==> config.mk <==
export PLATFORM = sky130hd
export DESIGN_NAME = inst_encoder
export DESIGN_NICKNAME = d
export VERILOG_FILES = /design/src/rtl/inst_encoder.sv
export SDC_FILE = /design/constraint.sdc
export NUM_CORES = 1
export LEC_CHECK = 0
export ABC_AREA = 1
export ABC_CLOCK_PERIOD_IN_PS = 3700
export BUFFER_PORTS_ARGS = -buffer_cell sky130_fd_sc_hd__buf_2
export CAP_MARGIN = 20
export CORE_ASPECT_RATIO = 2
export CORE_MARGIN = 5
export CORE_UTILIZATION = 25
export CTS_BUF_LIST = sky130_fd_sc_hd__clkbuf_8
export CTS_CLUSTER_SIZE = 30
export DETAILED_ROUTE_END_ITERATION = 12
export GPL_TIMING_DRIVEN = 0
export HOLD_SLACK_MARGIN = 0.02
export PLACE_DENSITY = 0.47
export RECOVER_POWER = 100
export SYNTH_ARGS = -nofsm -noshare
export SYNTH_HDL_FRONTEND = slang
export SYNTH_SLANG_ARGS = --single-unit
==> constraint.sdc <==
create_clock -name clk -period 3.7 [get_ports clk]
set_input_delay 0.74 -clock clk [delete_from_list [all_inputs] [get_ports clk]]
set_output_delay 0.74 -clock clk [all_outputs]
set_load 0.01 [all_outputs]
==> src/rtl/inst_encoder.sv <==
`default_nettype none
// +--------------------------------------------------------------------------+
// | Module   : inst_encoder                                                  |
// | Purpose  : Assembles RV32I instruction words from opcode/register/funct  |
// |            fields and a full 32-bit signed immediate. Range-checks the   |
// |            immediate for its format and scatters it into place. Expands  |
// |            the `li rd, imm32` pseudo-instruction into one or two words   |
// |            (LUI and/or ADDI). Valid/ready handshakes on both sides.      |
// | Ports    : clk, rst (async, active-high)                                 |
// |            in_valid/in_ready, in_li, in_op, in_rd, in_rs1, in_rs2,       |
// |            in_funct3, in_funct7, in_imm            - request side        |
// |            out_valid/out_ready, out_inst, out_err, out_last - word side  |
// | Revision : 1.0 - initial release                                         |
// +--------------------------------------------------------------------------+
module inst_encoder (
  input  logic        clk,
  input  logic        rst,
  input  logic        in_valid,
  output logic        in_ready,
  input  logic        in_li,
  input  logic [6:0]  in_op,
  input  logic [4:0]  in_rd,
  input  logic [4:0]  in_rs1,
  input  logic [4:0]  in_rs2,
  input  logic [2:0]  in_funct3,
  input  logic [6:0]  in_funct7,
  input  logic [31:0] in_imm,
  output logic        out_valid,
  input  logic        out_ready,
  output logic [31:0] out_inst,
  output logic        out_err,
  output logic        out_last
);

  localparam logic [6:0]  c_OP_LUI    = 7'b0110111;
  localparam logic [6:0]  c_OP_AUIPC  = 7'b0010111;
  localparam logic [6:0]  c_OP_IMM    = 7'b0010011;
  localparam logic [6:0]  c_OP_LOAD   = 7'b0000011;
  localparam logic [6:0]  c_OP_STORE  = 7'b0100011;
  localparam logic [6:0]  c_OP_BRANCH = 7'b1100011;
  localparam logic [6:0]  c_OP_JAL    = 7'b1101111;
  localparam logic [6:0]  c_OP_JALR   = 7'b1100111;
  localparam logic [31:0] c_NOP       = 32'h0000_0013;

  typedef enum logic [0:0] {
    S_IDLE   = 1'b0,
    S_SECOND = 1'b1
  } state_t;

  state_t      r_state, w_state_nxt;
  logic [31:0] r_hold,  w_hold_nxt;
  logic        w_valid_nxt, w_err_nxt, w_last_nxt;
  logic [31:0] w_inst_nxt;

  // Range predicates: an immediate fits in N signed bits when all bits from
  // N-1 upward are copies of the sign.
  logic w_fits12, w_fits13, w_fits21;
  assign w_fits12 = (&in_imm[31:11]) | ~(|in_imm[31:11]);
  assign w_fits13 = (&in_imm[31:12]) | ~(|in_imm[31:12]);
  assign w_fits21 = (&in_imm[31:20]) | ~(|in_imm[31:20]);

  // li upper part is rounded up when bit 11 is set, because the following
  // ADDI sign-extends its 12-bit immediate. 20-bit wrap is intentional.
  logic [19:0] w_li_upper;
  assign w_li_upper = in_imm[31:12] + {19'd0, in_imm[11]};

  // First word, its error flag, whether a second word follows, and the
  // second word itself.
  logic [31:0] w_word1, w_word2;
  logic        w_err1, w_two;

  always_comb begin
    w_word1 = c_NOP;
    w_word2 = 32'd0;
    w_err1  = 1'b0;
    w_two   = 1'b0;
    if (in_li) begin
      if (w_fits12) begin
        w_word1 = {in_imm[11:0], 5'd0, 3'b000, in_rd, c_OP_IMM};
      end else begin
        w_word1 = {w_li_upper, in_rd, c_OP_LUI};
        w_two   = |in_imm[11:0];
        w_word2 = {in_imm[11:0], in_rd, 3'b000, in_rd, c_OP_IMM};
      end
    end else begin
      case (in_op)
        c_OP_IMM: begin
          if (in_funct3 == 3'b001 || in_funct3 == 3'b101) begin
            w_word1 = {in_funct7, in_imm[4:0], in_rs1, in_funct3, in_rd, in_op};
            w_err1  = |in_imm[31:5];
          end else begin
            w_word1 = {in_imm[11:0], in_rs1, in_funct3, in_rd, in_op};
            w_err1  = ~w_fits12;
          end
        end
        c_OP_LOAD, c_OP_JALR: begin
          w_word1 = {in_imm[11:0], in_rs1, in_funct3, in_rd, in_op};
          w_err1  = ~w_fits12;
        end
        c_OP_STORE: begin
          w_word1 = {in_imm[11:5], in_rs2, in_rs1, in_funct3, in_imm[4:0], in_op};
          w_err1  = ~w_fits12;
        end
        c_OP_BRANCH: begin
          w_word1 = {in_imm[12], in_imm[10:5], in_rs2, in_rs1, in_funct3,
                     in_imm[4:1], in_imm[11], in_op};
          w_err1  = ~w_fits13 | in_imm[0];
        end
        c_OP_JAL: begin
          w_word1 = {in_imm[20], in_imm[10:1], in_imm[11], in_imm[19:12],
                     in_rd, in_op};
          w_err1  = ~w_fits21 | in_imm[0];
        end
        c_OP_LUI, c_OP_AUIPC: begin
          w_word1 = {in_imm[31:12], in_rd, in_op};
          w_err1  = |in_imm[11:0];
        end
        default: begin
          w_word1 = c_NOP;
          w_err1  = 1'b1;
        end
      endcase
    end
  end

  always_ff @(posedge clk or posedge rst) begin
    if (rst) begin
      r_state   <= S_IDLE;
      r_hold    <= 32'd0;
      out_valid <= 1'b0;
      out_inst  <= 32'd0;
      out_err   <= 1'b0;
      out_last  <= 1'b0;
    end else begin
      r_state   <= w_state_nxt;
      r_hold    <= w_hold_nxt;
      out_valid <= w_valid_nxt;
      out_inst  <= w_inst_nxt;
      out_err   <= w_err_nxt;
      out_last  <= w_last_nxt;
    end
  end

  always_comb begin
    w_state_nxt = r_state;
    w_hold_nxt  = r_hold;
    w_valid_nxt = out_valid;
    w_inst_nxt  = out_inst;
    w_err_nxt   = out_err;
    w_last_nxt  = out_last;
    in_ready    = 1'b0;
    case (r_state)
      S_IDLE: begin
        in_ready = ~out_valid | out_ready;
        if (out_valid && out_ready) begin
          w_valid_nxt = 1'b0;
        end
        // A new accept overrides the drop above, giving back-to-back words.
        if (in_valid && in_ready) begin
          w_valid_nxt = 1'b1;
          w_inst_nxt  = w_word1;
          w_err_nxt   = w_err1;
          w_last_nxt  = ~w_two;
          if (w_two) begin
            w_hold_nxt  = w_word2;
            w_state_nxt = S_SECOND;
          end
        end
      end
      S_SECOND: begin
        if (out_valid && out_ready) begin
          w_valid_nxt = 1'b1;
          w_inst_nxt  = r_hold;
          w_err_nxt   = 1'b0;
          w_last_nxt  = 1'b1;
          w_state_nxt = S_IDLE;
        end
      end
      default: begin
        w_state_nxt = S_IDLE;
      end
    endcase
  end

endmodule
`default_nettype wire

==> metrics.yaml, run 1 <==
regToRegStartpoint: "out_valid"
worst_pin_slew_ps: 881
critical_path.startpoint: "in_imm[11]"
synthesis.area_um2: 4310
ys.flop_type: "sky130_fd_sc_hd__dfrtp_1"
die-area_um2: 20100
ys_types: 39
path_clk_slew_ps: 110
postRouteWirelength_um: 17800
initial_utilization: 0.252
global_route.peak_usage_layer: "met2"
ys_seq_area_frac: 0.313
final.min_clock_period_ps: 2940
synth_seq_cells: 54
hold_violations: 0
first_global_vias: 4882
gp_routability_congestion: 0.897
critPathMaxFanout: 10
dp_hpwl_um: 14400
synth_area_per_cell_um2: 6.29
setup_viol_count_final: 0
max_freq_mhz: 340
report.final.slew_viol_count: 0
grt_use_met1: 0.234
total_overflow_reported_by_the_global_router: 0
status: "complete, no violations"
cts_h_tree_depth: 2
async_reset_ff_frac: 1.00
crit_path_end_kind: "flop"
path_class: "in2reg"
row_count: 68
cp_data_required_time_ps: 3900
critical-path-slowest-cell: "sky130_fd_sc_hd__clkbuf_1"
layout.nets: 867
worst_ep_arrival_time_ps: 3140
fin_setup_tns_ps: 0
synth_edf_count: 0
final_core_utilization: 0.296
clock_insertion_delay_worst_skew_ps: 330
post_cts_resize_count: 0
cts_made_buffers: 5
min_period_over_period: 0.795
floorplan.io_pins: 105
final.setup_skew_ps: 5.75
port_buffers: 101
placeableCoreArea_um2: 17100
die_width_um: 103
ys.warnings.count: 0
gr-usage-met3: 0.0160
critical-path-max-stage-delay_ps: 490
grt.total_usage: 0.178
grt_met2_use: 0.300
fill_cells: 2009
wl_per_cell_um: 17.7
root_buffer: "sky130_fd_sc_hd__clkbuf_8"
drive_above_1_share: 0.136
initial_antenna_violation_count: 0
routed-via-count: 4831
ir_drop_mv: 0.204
total_leakage_power_nw: 2.53
drt.antenna.violating_nets: 0
first_pass_iters: 5
pwr_density_cell_nw_per_um2: 488
cts_max_path_buffers: 2
unrepaired_setup_endpoints_after_global_routing: "no"
cap_viol_max_count: 0
cts_setup_buffers: 0
synthesis.nets: 758
areaGrowthSynthToFinish_pct: 17.5
die-height_um: 196
holdCritPathClass: "in2async"
grt_max_degree: 41
slew_headroom: 0.411
viasPerCell: 4.80
cts_hold_buffers: 0
tritoncts: "yes"
cp_cell_sequence: "buf_2 > inv_1 > ha_1 > nand2_1 > nor2_1 > nand3_2 > nand2_4 > nor2_8 > nand3_1 > clkbuf_1 > o21ai_0"
critPathLaunchType: "primary input"
cts.sinks: 54
detailed_route_drc_error_count: 0
antennaDiodeCount: 0
initialDrtViolationCount: 326
grt_pass1_wl_um: 27400
synthCells: 686
==> where the power goes <==
group,switching (mW),total [mW],internal [mW]
Combinational,0.747,1.11,0.361
Clock,0.219,0.374,0.155
Sequential,0.139,0.989,0.851
Total,1.11,2.47,1.37
==> area by class of cell <==
type,instances,area (um2),area share
flip-flops and latches,54,1350,0.267
inverters,63,236,0.0467
plain buffers,24,121,0.0240
multi-input cells,545,2520,0.497
repair buffers,102,479,0.0946
clock inverters,2,16.3,0.00321
clock buffers,6,82.6,0.0163
well taps,210,263,0.0519
==> routing by layer <==
metal  up-vias  wire [um]
li1       2436          -
met1      2216       7720
met2       158       8780
met3        21        831
met4         0        459
met5         -          0
==> cells in the final DEF (no fill, tap or decap), types with 6 or more instances in the layout <==
master                     synthesis  layout
sky130_fd_sc_hd__nand2_1         226     226
sky130_fd_sc_hd__nor2_1           96      98
sky130_fd_sc_hd__buf_2             7      68
sky130_fd_sc_hd__o21ai_0          47      63
sky130_fd_sc_hd__inv_1            56      58
sky130_fd_sc_hd__nand3_1          53      56
sky130_fd_sc_hd__dfrtp_1          54      54
sky130_fd_sc_hd__clkbuf_1          8      51
sky130_fd_sc_hd__a21oi_1          23      23
sky130_fd_sc_hd__nand4_1          13      13
sky130_fd_sc_hd__nor2_2            9       7
sky130_fd_sc_hd__xor2_1            7       7
sky130_fd_sc_hd__a22oi_1           7       7
sky130_fd_sc_hd__o22ai_1           6       6
sky130_fd_sc_hd__clkbuf_8          0       6
==> per-stage QoR <==
stage                     cell area [um2]  setup WS (ps)  hold slack, ps  power [mW]  cells
after detailed placement             5100            862             461        2.22    998
after global routing                 5070            558             506        2.71   1006
after global placement               5080            769             455        2.20    997
final                                5070            760             480        2.47   1006
after floorplan                      4310           1600             441        1.72    686
after CTS                            5200           1210             381        2.60   1006
==> path summary, 6_finish.rpt <==
check                      slack, ps  cells past startpoint            to
max                              760                     11    r_hold[20]
min                              480                      2    r_hold[28]
max reg2reg                     1420                      8  out_inst[31]
min reg2reg                      490                      2  out_inst[20]
max in group asynchronous       2580                      3   out_inst[7]
min in group clk                 490                      2  out_inst[20]
==> critical path: cells and delay by family <==
kind / cells / cell delay [ps]
buf+inv: 3 / 820
fa+ha+maj: 1 / 300
compound gates: 1 / 150
simple gates: 6 / 1110
==> sequential cells by signal, indices dropped and copies added, names as in the netlist <==
register / flops
out_inst: 32
r_hold: 18
out_err: 1
out_last: 1
out_valid: 1
r_state: 1
==> Yosys cell counts, types with 4 or more instances <==
cell type	n	area [um2]
sky130_fd_sc_hd__nand4_1	13	81.3
sky130_fd_sc_hd__o21ai_0	47	235
sky130_fd_sc_hd__buf_6	4	45.0
sky130_fd_sc_hd__inv_1	56	210
sky130_fd_sc_hd__nand2_1	226	848
sky130_fd_sc_hd__nor3_1	4	20.0
sky130_fd_sc_hd__o21ai_2	10	87.6
sky130_fd_sc_hd__nand3_1	53	265
sky130_fd_sc_hd__nor2_1	96	360
sky130_fd_sc_hd__nand3_2	4	40.0
sky130_fd_sc_hd__buf_2	7	35.0
sky130_fd_sc_hd__dfrtp_1	54	1350
sky130_fd_sc_hd__inv_2	6	22.5
sky130_fd_sc_hd__a21oi_1	23	115
sky130_fd_sc_hd__nand2_2	5	31.3
sky130_fd_sc_hd__clkbuf_1	8	30.0
sky130_fd_sc_hd__o22ai_1	6	37.5
sky130_fd_sc_hd__a22oi_1	7	52.6
sky130_fd_sc_hd__nor2_2	9	56.3
sky130_fd_sc_hd__o21ai_1	13	65.1
sky130_fd_sc_hd__xor2_1	7	61.3
==> logic make-up after synthesis <==
| kind of cell | Yosys count | synth area share |
|---|---|---|
| AOI/OAI and AO/OA | 114 | 0.151 |
| xor gates and xnor gates | 10 | 0.0203 |
| adders and majority gates | 3 | 0.00870 |
| buffers and inverters | 87 | 0.0899 |
| DFF | 54 | 0.313 |
| and+or+nand+nor | 418 | 0.417 |
(Power assumes the default switching activity.)
==> run 2, diff against run 1 <==
--- a/config.mk
+++ b/config.mk
@@ -5,8 +5,8 @@
 export SDC_FILE = /design/constraint.sdc
 export NUM_CORES = 1
 export LEC_CHECK = 0
-export ABC_AREA = 1
-export ABC_CLOCK_PERIOD_IN_PS = 3700
+export ABC_AREA = 0
+export ABC_CLOCK_PERIOD_IN_PS = 2850
 export BUFFER_PORTS_ARGS = -buffer_cell sky130_fd_sc_hd__buf_2
 export CAP_MARGIN = 20
 export CORE_ASPECT_RATIO = 2
@@ -17,7 +17,7 @@
 export DETAILED_ROUTE_END_ITERATION = 12
 export GPL_TIMING_DRIVEN = 0
 export HOLD_SLACK_MARGIN = 0.02
-export PLACE_DENSITY = 0.47
+export PLACE_DENSITY = 0.48
 export RECOVER_POWER = 100
 export SYNTH_ARGS = -nofsm -noshare
 export SYNTH_HDL_FRONTEND = slang
==> constraint.sdc (replaced) <==
create_clock -name clk -period 2.85 [get_ports clk]
set_input_delay 0.57 -clock clk [delete_from_list [all_inputs] [get_ports clk]]
set_output_delay 0.57 -clock clk [all_outputs]
set_load 0.01 [all_outputs]
==> metrics.yaml, run 2 <==
status: "complete, no violations"
tritoncts: "yes"
cts_h_tree_depth: 2  # unchanged
unrepaired_setup_endpoints_after_global_routing: "no"
port_buffers: 98  # -3.0%
cts.sinks: 54  # unchanged
grt_pass1_wl_um: 23300  # -15%
hold_violations: 0  # unchanged
detailed_place.area_um2: 4550  # -11%
crit_path_end_kind: "flop"
holdCritPathClass: "reg2reg"
registers_with_the_most_flip_flops: "out_inst x32, r_hold x18"
cts_made_buffers: 5  # unchanged
initial_antenna_violation_count: 2  # +2
topRoutingLayerUsed: "met4"
report.final.slew_viol_count: 0  # unchanged
placeableCoreArea_um2: 14900  # -13%
critPathLaunchType: "flop"
viasPerCell: 5.40  # +13%
postRouteWirelength_um: 15600  # -13%
dp_hpwl_um: 12600  # -12%
met2RoutedLength_um: 8850  # +0.79%
root_buffer: "sky130_fd_sc_hd__clkbuf_8"
async_reset_ff_frac: 1.00  # unchanged
post_cts_resize_count: 0  # unchanged
synthCells: 415  # -40%
total_overflow_reported_by_the_global_router: 0  # unchanged
ys_types: 64  # +64%
pre_cts_slack_ps: -52.9  # -915 ps
synth_seq_cells: 54  # unchanged
layout.nets: 593  # -32%
ys_seq_area_frac: 0.356  # +0.0429
total_leakage_power_nw: 1.89  # -25%
die_width_um: 97.1  # -5.6%
initialDrtViolationCount: 218  # -33%
post_synth_most_frequent_cells: "sky130_fd_sc_hd__dfrtp_1 (54), sky130_fd_sc_hd__nand2_1 (49), sky130_fd_sc_hd__o21ai_0 (29)"
grt_max_degree: 32  # -22%
wl_per_cell_um: 21.7  # +22%
worst_ep_arrival_time_ps: 2920  # -220 ps
grt.total_usage: 0.170  # -0.00767
slew_headroom: 0.189  # -0.222
clock_insertion_delay_worst_skew_ps: 330  # about the same
synthTopCellsByArea: "sky130_fd_sc_hd__dfrtp_1 (36%), sky130_fd_sc_hd__mux2_4 (6.7%), sky130_fd_sc_hd__nand2_1 (4.8%)"
setup_viol_count_final: 0  # unchanged
path_clk_slew_ps: 110  # about the same
worst_pin_slew_ps: 1220  # +335 ps
met3_length_um: 642  # -23%
synth_edf_count: 0  # unchanged
timing.final.ws_setup_ps: 152  # -608 ps
final.min_clock_period_ps: 2700
die-area_um2: 17900  # -11%
die-height_um: 184  # -5.9%
post_route_standard_cell_area_excluding_fillers_um2: 4600  # -9.3%
initial_utilization: 0.255  # +0.00246
netlist.area_leader.share: 0.356  # +0.0429
first_pass_iters: 6  # +1
final.setup_skew_ps: 5.49  # -0.266 ps
cap_viol_max_count: 0  # unchanged
routed-via-count: 3885  # -20%
critPathMaxFanout: 10  # unchanged
gp_routability_congestion: 0.905  # +0.91%
synth_most_common_cell: "sky130_fd_sc_hd__dfrtp_1"
first_global_vias: 4033  # -17%
final_common_cell: "sky130_fd_sc_hd__buf_2"
drt.antenna.violating_nets: 0  # unchanged
min_period_over_period: 0.947
synth_top_cell_by_area: "sky130_fd_sc_hd__dfrtp_1"
pwr_density_cell_nw_per_um2: 788  # +62%
cts_max_path_buffers: 2  # unchanged
drt-met1-wl_um: 5320  # -31%
cts_setup_buffers: 0  # unchanged
fin_setup_tns_ps: 0  # unchanged
synthesis.nets: 487  # -36%
drive_above_1_share: 0.218  # +0.0827
areaGrowthSynthToFinish_pct: 21.2
largest_register_ffs: 32  # unchanged
synth_area_per_cell_um2: 9.14  # +45%
cp_data_required_time_ps: 3070  # -830 ps
max_freq_mhz: 371
ir_drop_mv: 0.345  # +69%
path_class: "reg2reg"
ys.flop_type: "sky130_fd_sc_hd__dfrtp_1"
synthesis.area_um2: 3790  # -12%
cts_hold_buffers: 0  # unchanged
floorplan.io_pins: 105  # unchanged
top_register: "out_inst"
row_count: 63  # -7.4%
detailed_route_drc_error_count: 0  # unchanged
ys.warnings.count: 0  # unchanged
most-common-layout-cells: "sky130_fd_sc_hd__buf_2 (66), sky130_fd_sc_hd__dfrtp_1 (54), sky130_fd_sc_hd__clkbuf_1 (51), sky130_fd_sc_hd__nand2_1 (49), sky130_fd_sc_hd__o21ai_0 (38)"
[run 2: cell count changes after synthesis, sizes merged, moves of 11 or more]
cell	before	now
nand2	233	49
nor2	107	18
inv	62	10
nand3	58	17
o21ai	70	41
a22oi	7	25
mux2	0	18
nand3b	1	12
nor4	0	11
[run 2: cells by family after synthesis]
| kind of cell | Yosys count | synth area share |
|---|---|---|
| adders and majority gates | 3 | 0.00989 |
| AOI/OAI and AO/OA | 128 | 0.231 |
| xor gates and xnor gates | 17 | 0.0392 |
| muxes | 25 | 0.0887 |
| DFF | 54 | 0.356 |
| buffers and inverters | 36 | 0.0518 |
| and+or+nand+nor | 152 | 0.224 |
[run 2: worst paths after layout]
kind	start	to	slack, ps	cells past startpoint
max	r_state	r_hold[19]	150	9
min	r_hold[4]	r_hold[4]	480	1
max reg2reg	r_state	r_hold[19]	150	9
min reg2reg	r_hold[4]	r_hold[4]	480	1
max in group asynchronous	rst	out_err	600	3
min in group asynchronous	rst	out_inst[1]	550	2
[run 2: worst max-delay path, cell delays in order, from the launching register on]
cell	delay [ps]
sky130_fd_sc_hd__dfrtp_1	390
sky130_fd_sc_hd__buf_2	200
sky130_fd_sc_hd__a211o_1	300
sky130_fd_sc_hd__clkbuf_1	250
sky130_fd_sc_hd__nor2_2	350
sky130_fd_sc_hd__and3_1	220
sky130_fd_sc_hd__clkbuf_2	220
sky130_fd_sc_hd__o21ai_2	150
sky130_fd_sc_hd__buf_12	180
sky130_fd_sc_hd__mux2_1	310
[run 2: report_power, final]
group / total (mW) / switching (mW) / internal [mW]
Clock: 0.591 / 0.301 / 0.290
Combinational: 1.68 / 0.972 / 0.704
Sequential: 1.36 / 0.238 / 1.12
[run 2: final cells by class]
class	count	area (um2)
Timing Repair Buffer	99	457
Multi-Input combinational cell	325	2230
Fill cell	1614	10300
Clock inverter	2	38.8
Antenna cell	2	5.00
Tap cell	195	244
Inverter	10	37.5
Clock buffer	6	82.6
Sequential cell	54	1350
Buffer	26	151
[run 2: metrics by stage]
stage,hold slack (ps),cells,power (mW),util
finish,480,719,3.63,0.309
global route,507,719,3.84,0.309
CTS,371,717,3.75,0.314
detailed placement,454,709,3.15,0.305
global placement,449,708,3.12,0.304
floorplan,435,415,2.42,-
[run 2: layer usage]
| layer | up-vias | track usage |
|---|---|---|
| met5 | - | 0 |
| met4 | 0 | 0.100 |
| met2 | 153 | 0.336 |
| met1 | 1911 | 0.166 |
| li1 | 1782 | - |
| met3 | 39 | 0.0197 |
==> run 3, diff against run 2 <==
==> constraint.sdc (replaced) <==
create_clock -name clk -period 2.85 [get_ports clk]
set_input_delay 0.1425 -clock clk [delete_from_list [all_inputs] [get_ports clk]]
set_output_delay 0.1425 -clock clk [all_outputs]
set_load 0.01 [all_outputs]
==> metrics.yaml, run 3 (synthesized netlist as in run 2, its figures left out) <==
detailed_route_drc_error_count: 0  # unchanged
regArea_um2: 1350  # unchanged
drive_above_1_share: 0.201  # -0.0176
grt.total_usage: 0.170  # unchanged
die-height_um: 184  # unchanged
largest_register_ffs: 32  # unchanged
cts_setup_buffers: 0  # unchanged
fin_cells: 720  # +0.14%
dp_cells: 709  # unchanged
row_count: 63  # unchanged
cts.sinks: 54  # unchanged
placeableCoreArea_um2: 14900  # unchanged
top_register: "out_inst"
cts_h_tree_depth: 2  # unchanged
cts_made_buffers: 5  # unchanged
critical-path-max-stage-delay_ps: 390  # about the same
critical_path.endpoint: "r_hold[27]"
total_leakage_power_nw: 1.84  # -2.7%
post_route_standard_cell_area_excluding_fillers_um2: 4580  # -0.46%
registers_with_the_most_flip_flops: "out_inst x32, r_hold x18"
cts_max_path_buffers: 2  # unchanged
root_buffer: "sky130_fd_sc_hd__clkbuf_8"
fin_setup_tns_ps: 0  # unchanged
grt_pass1_wl_um: 23300  # unchanged
worst_ep_arrival_time_ps: 2790  # -130 ps
slew_headroom: 0.189  # about the same
power.share.combinational: 0.452  # -0.010
cp_top_family: "buffers and inverters"
timing.rr.end: "r_hold[27]"
hold_violations: 0  # unchanged
grt_use_met1: 0.166  # unchanged
area_occupied_by_multi_input_gates_um2: 2200  # -1.3%
tritoncts: "yes"
min_period_over_period: 0.902  # -0.0447
wl_per_cell_um: 21.6  # -0.43%
global_route.peak_usage_layer: "met2"
cap_viol_max_count: 0  # unchanged
first_pass_iters: 7  # +1
cp_data_required_time_ps: 3070  # about the same
critical_path.startpoint: "r_state"
ff2ff_setup_slack_ps: 280  # +130 ps
die-area_um2: 17900  # unchanged
floorplan.io_pins: 105  # unchanged
critical_path_buf_inv_count: 4  # unchanged
final.setup_skew_ps: 6.29  # +0.808 ps
netSwitchingFraction: 0.422  # +0.00560
drt.antenna.violating_nets: 0  # unchanged
p_int_mw: 2.05  # -2.9%
fill_cells: 1620  # +0.37%
die_width_um: 97.1  # unchanged
most-common-layout-cells: "sky130_fd_sc_hd__buf_2 (67), sky130_fd_sc_hd__dfrtp_1 (54), sky130_fd_sc_hd__clkbuf_1 (51), sky130_fd_sc_hd__nand2_1 (49), sky130_fd_sc_hd__o21ai_0 (38)"
dp_hpwl_um: 12600  # unchanged
p_seq_frac: 0.382  # +0.007
report.final.slew_viol_count: 0  # unchanged
cp_cell_sequence: "buf_2 > a211o_1 > clkbuf_1 > nor2_2 > and3_1 > buf_6 > o21ai_4 > buf_12 > mux2_1"
critical-path-slowest-cell: "sky130_fd_sc_hd__dfrtp_1"
layout.nets: 594  # +0.17%
crit_path_end_kind: "flop"
clock_insertion_delay_worst_skew_ps: 330  # about the same
initial_antenna_violation_count: 2  # unchanged
holdCritPathClass: "in2reg"
hold-worst-slack_ps: 53.4  # -427 ps
worst_pin_slew_ps: 1220  # +0.217 ps
grt_max_degree: 32  # unchanged
final.min_clock_period_ps: 2570  # -127 ps
regToRegStartpoint: "r_state"
pwr_density_cell_nw_per_um2: 776  # -1.5%
postRouteWirelength_um: 15500  # -0.30%
max_freq_mhz: 389  # +5.0%
final_common_cell: "sky130_fd_sc_hd__buf_2"
detailed_place.area_um2: 4550  # unchanged
grt_met2_use: 0.336  # unchanged
path_class: "reg2reg"
initial_utilization: 0.255  # unchanged
total_overflow_reported_by_the_global_router: 0  # unchanged
status: "complete, no violations"
r2r_worst_path_depth: 9  # unchanged
port_buffers: 98  # unchanged
areaGrowthSynthToFinish_pct: 20.6
critPathMaxFanout: 10  # unchanged
cts_hold_buffers: 1  # +1
setup_viol_count_final: 0  # unchanged
wp_depth: 9  # unchanged
routed-via-count: 3870  # -0.39%
netSwitchingPower_mw: 1.50  # -0.68%
gr-usage-met3: 0.0197  # unchanged
initialDrtViolationCount: 247  # +13%
clock_power_share: 0.166  # +0.003
unrepaired_setup_endpoints_after_global_routing: "no"
ir_drop_mv: 0.342  # -1.1%
viasPerCell: 5.38  # -0.52%
post_cts_resize_count: 0  # unchanged
critPathLaunchType: "flop"
path_clk_slew_ps: 110  # about the same
gp_routability_congestion: 0.905  # unchanged
first_global_vias: 4035  # +0.050%
-- run 3: changes by cell type in the layout (fill, tap and decap cells not counted) --
cell,before,now
sky130_fd_sc_hd__buf_6,1,2
sky130_fd_sc_hd__mux2_1,1,11
sky130_fd_sc_hd__dlygate4sd3_1,0,1
sky130_fd_sc_hd__o21ai_4,0,1
sky130_fd_sc_hd__clkbuf_2,3,2
sky130_fd_sc_hd__mux2_4,16,6
sky130_fd_sc_hd__dlymetal6s2s_1,1,0
sky130_fd_sc_hd__o21ai_2,1,0
sky130_fd_sc_hd__buf_2,66,67
-- run 3: metrics by stage --
step	total power, mW	utilization	setup slack (ps)
floorplan	2.42	-	759
global placement	3.12	0.304	390
detailed placement	3.15	0.305	375
CTS	3.75	0.314	376
global route	3.77	0.307	147
finish	3.55	0.307	279
-- run 3: power groups by stage --
| stage | Clock, mW | Sequential, mW | Combinational [mW] |
|---|---|---|---|
| global placement | 0 | 1.36 | 1.76 |
| global route | 0.616 | 1.39 | 1.76 |
| CTS | 0.602 | 1.35 | 1.79 |
| detailed placement | 0 | 1.37 | 1.78 |
| finish | 0.591 | 1.36 | 1.61 |
| floorplan | 0 | 1.40 | 1.02 |
-- run 3: cell type report --
cell class,count,area share
antenna,2,0.00109
clock buffer,6,0.0180
buffer,26,0.0342
inverter,10,0.00820
clock inverter,2,0.00847
sequential,54,0.295
tap,195,0.0533
timing repair buffer,100,0.101
multi-input combinational,325,0.481
-- run 3: worst min-delay path by stage --
stage | from | end | slack [ps] | cells after the start
after detailed placement | rst | out_inst[1] | 300 | 2
after global placement | in_rd[1] | r_hold[16] | 410 | 2
after global routing | in_rd[2] | r_hold[17] | 60 | 2
after CTS | in_rd[1] | r_hold[16] | 70 | 2
final | in_rd[1] | r_hold[16] | 50 | 2
after floorplan | in_imm[2] | r_hold[22] | 290 | 1
-- run 3: routing by layer --
layer	routed length [um]	up-vias
met5	0	-
met4	686	0
met3	593	35
met2	8850	138
met1	5390	1909
li1	-	1788
